[config.mk]
export PLATFORM = sky130hd
export DESIGN_NAME = fetch_ctrl
export DESIGN_NICKNAME = d
export VERILOG_FILES = /design/src/rtl/ooo_pkg.sv /design/src/rtl/redirect_arb.sv /design/src/rtl/fetch_ctrl.sv
export SDC_FILE = /design/constraint.sdc
export NUM_CORES = 1
export LEC_CHECK = 0
export CORE_ASPECT_RATIO = 0.5
export CORE_MARGIN = 4
export CORE_UTILIZATION = 30
export CTS_BUF_LIST = sky130_fd_sc_hd__clkbuf_8
export DETAILED_ROUTE_END_ITERATION = 16
export DONT_BUFFER_PORTS = 1
export GPL_TIMING_DRIVEN = 0
export PLACE_DENSITY_LB_ADDON = 0.25
export SETUP_SLACK_MARGIN = 0.4
export SLEW_MARGIN = 20
export SYNTH_ARGS = -nofsm -noshare
export SYNTH_HDL_FRONTEND = slang
export SYNTH_SLANG_ARGS = --single-unit
[constraint.sdc]
create_clock -name clk -period 3.21 [get_ports clk]
set_clock_uncertainty 0.2 [all_clocks]
set_input_delay 0.642 -clock clk [delete_from_list [all_inputs] [get_ports clk]]
set_output_delay 0.642 -clock clk [all_outputs]
set_load 0.01 [all_outputs]
[src/rtl/ooo_pkg.sv]
// Shared types and constants for the out-of-order front end.
package ooo_pkg;

  localparam int unsigned XLEN = 32;

  typedef enum logic [1:0] {
    RUN     = 2'd0,
    RECOVER = 2'd1,
    HALT    = 2'd2
  } state_t;

endpackage

[src/rtl/redirect_arb.sv]
// Redirect priority mux: exception > mispredict > jump.
// Inputs : excp/mispred/jmp valid + address
// Outputs: sel_valid (any redirect), sel_is_recover (excp or mispred),
//          sel_addr (winner's address, 0 when nothing is requested)
module redirect_arb
  import ooo_pkg::*;
(
  input  logic            excp_valid,
  input  logic [XLEN-1:0] excp_addr,
  input  logic            mispred_valid,
  input  logic [XLEN-1:0] mispred_addr,
  input  logic            jmp_valid,
  input  logic [XLEN-1:0] jmp_addr,
  output logic            sel_valid,
  output logic            sel_is_recover,
  output logic [XLEN-1:0] sel_addr
);

  always_comb begin
    sel_valid      = excp_valid | mispred_valid | jmp_valid;
    sel_is_recover = excp_valid | mispred_valid;
    sel_addr       = '0;
    if (excp_valid)         sel_addr = excp_addr;
    else if (mispred_valid) sel_addr = mispred_addr;
    else if (jmp_valid)     sel_addr = jmp_addr;
  end

endmodule

[src/rtl/fetch_ctrl.sv]
// Fetch-stage sequencing controller: PC / IF-DP stall and flush, change-of-flow
// select and target, recovery hold-off, and redirect / stall perf counters.
// Inputs : clk, rst (async active-low), redirect requests (excp, mispred, jmp),
//          dp_stall, halt_DP, recover_done
// Outputs: changeFlow, jb_addr, stall_PC, stall_IF_DP, flush_IF_DP, halted
//          (combinational from state + inputs), redirect_cnt, stall_cnt
module fetch_ctrl
  import ooo_pkg::*;
#(
  parameter int unsigned MIN_RECOVER = 2,
  parameter int unsigned CNT_W       = 32
) (
  input  logic             clk,
  input  logic             rst,
  input  logic             excp_valid,
  input  logic [XLEN-1:0]  excp_addr,
  input  logic             mispred_valid,
  input  logic [XLEN-1:0]  mispred_addr,
  input  logic             jmp_valid,
  input  logic [XLEN-1:0]  jmp_addr,
  input  logic             dp_stall,
  input  logic             halt_DP,
  input  logic             recover_done,
  output logic             changeFlow,
  output logic [XLEN-1:0]  jb_addr,
  output logic             stall_PC,
  output logic             stall_IF_DP,
  output logic             flush_IF_DP,
  output logic             halted,
  output logic [CNT_W-1:0] redirect_cnt,
  output logic [CNT_W-1:0] stall_cnt
);

  localparam int unsigned RC_W = (MIN_RECOVER < 1) ? 1 : $clog2(MIN_RECOVER + 1);

  state_t          state, state_nxt;
  logic [RC_W-1:0] rcnt, rcnt_nxt, rcnt_dec;

  logic            sel_valid, sel_is_recover;
  logic [XLEN-1:0] sel_addr;

  redirect_arb u_arb (
    .excp_valid     (excp_valid),
    .excp_addr      (excp_addr),
    .mispred_valid  (mispred_valid),
    .mispred_addr   (mispred_addr),
    .jmp_valid      (jmp_valid),
    .jmp_addr       (jmp_addr),
    .sel_valid      (sel_valid),
    .sel_is_recover (sel_is_recover),
    .sel_addr       (sel_addr)
  );

  // State register and recovery counter.
  always_ff @(posedge clk or negedge rst) begin
    if (!rst) begin
      state <= RUN;
      rcnt  <= '0;
    end else begin
      state <= state_nxt;
      rcnt  <= rcnt_nxt;
    end
  end

  // Next-state and output decode.
  always_comb begin
    state_nxt   = state;
    rcnt_nxt    = rcnt;
    rcnt_dec    = (rcnt == '0) ? '0 : rcnt - RC_W'(1);
    changeFlow  = 1'b0;
    jb_addr     = '0;
    stall_PC    = 1'b0;
    stall_IF_DP = 1'b0;
    flush_IF_DP = 1'b0;
    halted      = 1'b0;

    unique case (state)
      RUN: begin
        if (sel_is_recover) begin
          // Recovery redirects win over back-pressure.
          changeFlow  = 1'b1;
          flush_IF_DP = 1'b1;
          state_nxt   = RECOVER;
          rcnt_nxt    = RC_W'(MIN_RECOVER);
        end else if (jmp_valid && !dp_stall) begin
          changeFlow  = 1'b1;
          flush_IF_DP = 1'b1;
        end else if (dp_stall) begin
          // A stalled jump is dropped; decode re-presents it.
          stall_PC    = 1'b1;
          stall_IF_DP = 1'b1;
        end else if (halt_DP) begin
          stall_PC    = 1'b1;
          stall_IF_DP = 1'b1;
          state_nxt   = HALT;
        end
      end

      RECOVER: begin
        flush_IF_DP = 1'b1;
        if (sel_is_recover) begin
          // Older branch or exception retargets and restarts the hold-off.
          changeFlow = 1'b1;
          rcnt_nxt   = RC_W'(MIN_RECOVER);
        end else begin
          stall_PC = 1'b1;
          rcnt_nxt = rcnt_dec;
          // Exit on the cycle the count reaches zero, so RECOVER spans
          // MIN_RECOVER cycles when the ROB is already done.
          if (rcnt_dec == '0 && recover_done) state_nxt = RUN;
        end
      end

      HALT: begin
        halted = 1'b1;
        if (excp_valid) begin
          changeFlow  = 1'b1;
          flush_IF_DP = 1'b1;
          state_nxt   = RECOVER;
          rcnt_nxt    = RC_W'(MIN_RECOVER);
        end else begin
          stall_PC    = 1'b1;
          stall_IF_DP = 1'b1;
        end
      end

      default: state_nxt = RUN;
    endcase

    if (changeFlow) jb_addr = sel_addr;

    // Outputs are quiet while reset is asserted, whatever the inputs do.
    if (!rst) begin
      changeFlow  = 1'b0;
      jb_addr     = '0;
      stall_PC    = 1'b0;
      stall_IF_DP = 1'b0;
      flush_IF_DP = 1'b0;
      halted      = 1'b0;
    end
  end

  // Performance counters, wrapping.
  always_ff @(posedge clk or negedge rst) begin
    if (!rst) begin
      redirect_cnt <= '0;
      stall_cnt    <= '0;
    end else begin
      redirect_cnt <= redirect_cnt + CNT_W'(changeFlow);
      stall_cnt    <= stall_cnt + CNT_W'(stall_PC);
    end
  end

endmodule

Word-level counts from Yosys, hierarchy flattened
Index checks and enable logic that the tools add are counted.
Word-level totals
  bits in registers: 68
  bits in latches: 0
  RAM bits: 0
  ROM bits: 0
  input port bits: 104
  output and inout bits: 101
  logic and storage cells: 64
  memories: 0
Cells by class
  add/sub/neg operators: 3
  multipliers: 0
  div/mod/pow operators: 0
  magnitude comparators: 0
  equal/unequal tests: 9
  shifts and indexed selects: 0
  mux-type cells: 38
  bitwise logic cells: 1
  reduce and logical (&&, ||, !) cells: 9
Operator list (number)
  32-bit two-way mux: 5
  32-bit by 1-bit adder with 32-bit output: 2
  2-bit two-way mux: 11
  1-bit two-way mux: 16
  2-bit one-hot mux with 3 select lines: 2
  3-bit inequality test, second input constant: 3
  1-bit one-hot mux with 3 select lines: 3
  2-bit inequality test, second input constant: 4
  2-bit logical NOT: 3
  6-bit AND reduction: 1
  3-bit AND reduction: 1
  3-bit nonzero test: 1
  2-bit by 1-bit == test with 1-bit output, second input constant: 1
  2-bit == test, second input constant: 1
  1-bit logical AND: 2
  1-bit one-hot mux with 2 select lines: 1
  2-bit by 1-bit subtractor with 2-bit output, second input constant: 1
  1-bit logical NOT: 1
  1-bit OR: 1

Longest topological paths before layout
  depth in word-level cells: 7
  gate-level depth with buffers: 11
  mapped depth without buffers: 9

Hierarchy
A second synthesis with hierarchy kept.
Second synthesis, totals
  cells, all modules: 456
  area total of the unflattened synthesis: 4280.4 µm²
Modules (own cells, without submodules)
  fetch_ctrl: times used 1, cells an instance 308, area each 3289.4 µm²
  redirect_arb: times used 1, cells an instance 148, area each 991.0 µm²

Worst setup path after synthesis
No wires, ideal clock.
  path type: input to register
  start point: in dp_stall
  end point: reg redirect_cnt[12]
  library setup time: 0.079 ns
  arrival time: 3.064 ns
  required time: 2.931 ns
  path slack: -0.134 ns
  cell stages on the path: 10
  buffers on the path: 1
  path through: nand2b_1 -> a211o_1 -> a21oi_1 -> clkbuf_1 -> ha_1 -> ha_1 -> nand3_1 -> or3_1 -> nor2_1 -> xor2_1
Between the ends
  cells in the longest elaborated chain, start to end: 7
Ends and longest elaborated chain
  start, declared: line fetch_ctrl.sv:21  | input logic dp_stall,
  1-bit logical NOT: line fetch_ctrl.sv:85  | end else if (jmp_valid && !dp_stall) begin
  1-bit logical AND: line fetch_ctrl.sv:85
  1-bit two-way mux: line fetch_ctrl.sv:85
  1-bit two-way mux: line fetch_ctrl.sv:79  | if (sel_is_recover) begin
  1-bit one-hot mux with 3 select lines: line fetch_ctrl.sv:77  | unique case (state)
  1-bit two-way mux: line fetch_ctrl.sv:133  | if (!rst) begin
  net changeFlow: line fetch_ctrl.sv:24  | output logic changeFlow,
  32-bit by 1-bit adder with 32-bit output: line fetch_ctrl.sv:149  | redirect_cnt <= redirect_cnt + CNT_W'(changeFlow);
  end signal, assigned: line fetch_ctrl.sv:149
  end, declared: line fetch_ctrl.sv:30  | output logic [CNT_W-1:0] redirect_cnt,
The timed path passes the listed nets, and every way through them passes these cells.
A chain may end at the register's enable or synchronous reset.

Worst setup path in the final report
  start point: in excp_valid
  end point: out jb_addr[11]
Between the ends
  cells in the longest elaborated chain, start to end: 5
  elaborated cells between the ends (all ways): 8
  those cells by class: 7 x mux; 1 x bitwise
Ends and longest elaborated chain
  start, declared: line fetch_ctrl.sv:15  | input logic excp_valid,
  1-bit OR: line redirect_arb.sv:21  | sel_is_recover = excp_valid | mispred_valid;
  1-bit two-way mux (on tied branches): line fetch_ctrl.sv:101, fetch_ctrl.sv:79
  1-bit one-hot mux with 3 select lines: line fetch_ctrl.sv:77
  32-bit two-way mux (*): line fetch_ctrl.sv:130  | if (changeFlow) jb_addr = sel_addr;
  32-bit two-way mux (*): line fetch_ctrl.sv:133
  end, declared: line fetch_ctrl.sv:25  | output logic [XLEN-1:0] jb_addr,
Mark *: on every way between the ends. The rest lies on a longest branch, timed or not.

==> run_results.csv <==
group,metric,value,unit
run_status,status,"completed",
critical_path,reg2reg_depth,10,
drt,vias_per_cell,5.445,
drt,wl_per_cell,21.35,um
floorplanning,rows,29,
critical_path,cp.arrival,1910,ps
critical_path,r2r_start,"state[1]",
drt,drcViolationCount,0,
hold_path,min_path_type,"primary input to flip-flop",
critical_path,cp.required,2370,ps
sta,fin_setup_tns,0,ps
sta,setup_viol,0,
clock_network,cts_made_buffers,9,
clock_network,tritoncts,"built",
critical_path,r2r-end,"redirect_cnt[15]",
synth,ys_types,38,
global_route,grt_max_degree,69,
placement,dp_hpwl,8.939,mm
synth,synth_top_area_share,43.74,%
placement,place_congestion,0.7815,
drt,vias,3093,
floorplanning,die_h,88.52,um
sta,final.setup.worst_slack,454.3,ps
synth,yosysSeqAreaShare,43.74,%
synth,syn-num-nets,478,
critical_path,r2r_slack,560,ps
pwr,power_density,458.3,nW/um^2
drt,ant_nets,0,
sta,worstMarginPinSlew,726.2,ps
pwr,finalPower,2185,uW
clock_network,clock_latency,350,ps
sta,rsz0062_at_grt,"true",
sta,hold_viol,0,
critical_path,path_class,"primary input to output port",
synth,ys_warn_count,0,
synth,synth_compound_area_share,19.33,%
synth,synth-simple-area-share,18.49,%
cells_and_area,syn_to_final_growth,22.58,%
synth,synthMuxAreaShare,0,%
placement,portBuffers,0,
floorplanning,die_w,169.0,um
synth,synth-seq-cells,68,
critical_path,endpoint,"jb_addr[11]",
drt,drt_iter0_drc,159,
drt,wirelength,12.13,mm
clock_network,clock_sinks,68,
job,maxCapViolCount,0,
clock_network,htree_levels,3,
clock_network,ctsLongestPathBuffers,2,
critical_path,cp-startpoint,"excp_valid",
global_route,grt_pass1_wl,17.81,mm
cells_and_area,drive_gt1_share,19.40,%
synth,synthCells,370,
floorplanning,io_pins,205,
sta,layout_min_cycle_time,2756,ps
sta,drv_slew,0,
sta,fin_crit_sh,85.85,%
synth,synth_adder_area_share,1.287,%
global_route,grt_pass1_vias,2954,
global_route,grt_overflow_total,0,
clock_network,cts-root-buf,"clkbuf_8",
critical_path,cp-start-kind,"primary input",
synth,synth_top_family_by_area,"compound AO/OA/AOI/OAI gates",
global_route,antenna_found_initial,1,
floorplanning,die_area,14960,um^2
pwr,power.leakage,0.002077,uW
synth,synth_largest_area_cell,"dfrtp_1",
placement,pre_cts_slack,-181.6,ps
floorplanning,start_util,30.72,%
synth,syn-cell-area,3890,um^2
sta,max_clock_freq,0.3629,GHz
cells_and_area,nets,500,
clock_network,clk_pin_slew,90,ps
critical_path,setup.worst_path.end_class,"output port",
critical_path,crit_fanout,10,
drt,first_pass_iters,4,
sta,slew_headroom,51.18,%
hold_path,hold_path_depth,3,
floorplanning,core-area,12660,um^2
global_route,grt_usage,15.33,%
synth,synth-xor-area-share,13.51,%
synth,syn-mean-instance-area,10.51,um^2
synth,netlist_top_cells_area,"dfrtp_1 (44%), xnor2_1 (9.2%), a221o_1 (8.2%)",
pwr,irDropWorstVdd,0.1835,mV
## cells by family (layout without fill, tap and decap cells)
kind of cell,after synthesis,after routing
other,0,1
DFF,68,68
buffers and inverters,37,64
adders and majority gates,4,4
xor gates and xnor gates,60,60
and+or+nand+nor,120,120
AOI/OAI and AO/OA,81,81
## critical path, cell delays in order
cell      delay, ps
clkbuf_2        180
inv_1           260
clkbuf_1        520
o211a_1         300
## sequential cells by signal, summed over array words and instances, names as in the netlist
| register | count |
|---|---|
| rcnt | 2 |
| redirect_cnt | 32 |
| stall_cnt | 32 |
| state | 2 |
## where the power goes
part	leakage (uW)	internal [uW]	switching, uW	total (uW)
clock network	0.000110	443	358	801
registers	0.000902	923	148	1070
logic	0.00106	155	158	313
total	0.00208	1520	664	2190
## worst min path at each step
stage	startpoint	endpoint	slack, ps
after global routing	dp_stall	state[1]	310
after detailed placement	rst	redirect_cnt[26]	150
final	dp_stall	state[1]	330
after floorplan	rst	rcnt[0]	150
after CTS	dp_stall	state[1]	300
after global placement	rst	redirect_cnt[26]	150
## stage by stage
| stage | instances | utilization (%) | hold slack [ps] | instance area (um^2) |
|---|---|---|---|---|
| after floorplan | 370 | - | 146.4 | 3954 |
| final | 568 | 37.65 | 332.2 | 4768 |
| after detailed placement | 540 | 32.90 | 147.7 | 4167 |
| after CTS | 562 | 35.77 | 303.4 | 4529 |
| after global routing | 567 | 37.63 | 308.8 | 4766 |
| after global placement | 540 | 32.90 | 147.8 | 4167 |
## cells in the mapped netlist, drive strengths merged
cell,instances
and4,9
dfrtp,68
o21bai,1
o31ai,1
clkbuf,24
a22o,1
and2,3
ha,4
nor3,9
nor2,10
a221o,32
a211oi,2
a2111oi,1
a32o,1
and3,12
nor2b,2
o211a,32
nand2,21
buf,3
nand4b,2
xor2,19
inv,10
nand3,19
a21oi,6
or3,1
nor4,8
o21ai,3
nand4,20
or2,1
nand2b,2
a211o,1
or4,1
xnor2,41
## repair_timing
item                       CTS  global route
pin swaps                    2            17
hold buffers                 2             0
setup endpoints to repair   66            54
setup buffers                3             3
gates cloned                 1             2
hold endpoints to repair    68             0
resized for setup           18            45
## layout by cell type (no fill, tap or decap), types with 8 or more instances in the layout
cell type	synthesis	layout
dfrtp_1	68	68
xnor2_1	41	41
a221o_1	32	32
nand2_1	21	21
nand4_1	20	20
xor2_1	19	19
nand3_1	19	17
o211a_4	0	17
o211a_1	32	15
and3_1	12	12
clkbuf_1	24	12
inv_1	9	9
and4_1	9	9
nor2_1	10	9
clkbuf_8	0	9
nor3_1	9	8
buf_6	0	8
## layout make-up
class	instances	area, um^2
timing repair buffer	11	158.9
fill	1299	7895
buffer	27	167.7
multi-input combinational	265	2265
clock inverter	7	98.84
inverter	10	37.54
antenna	1	2.502
tap	170	212.7
sequential	68	1702
clock buffer	9	123.9
## routing by layer
metal | vias up | part of all wire (%) | GRT usage [%]
met2 | 96 | 50 | 25.95
met1 | 1538 | 43 | 19.73
met3 | 9 | 5.8 | 4.685
li1 | 1450 | - | -
met4 | 0 | 0.86 | 3.287
met5 | - | 0 | 0
Note: power is estimated with default switching activity, not from simulation.
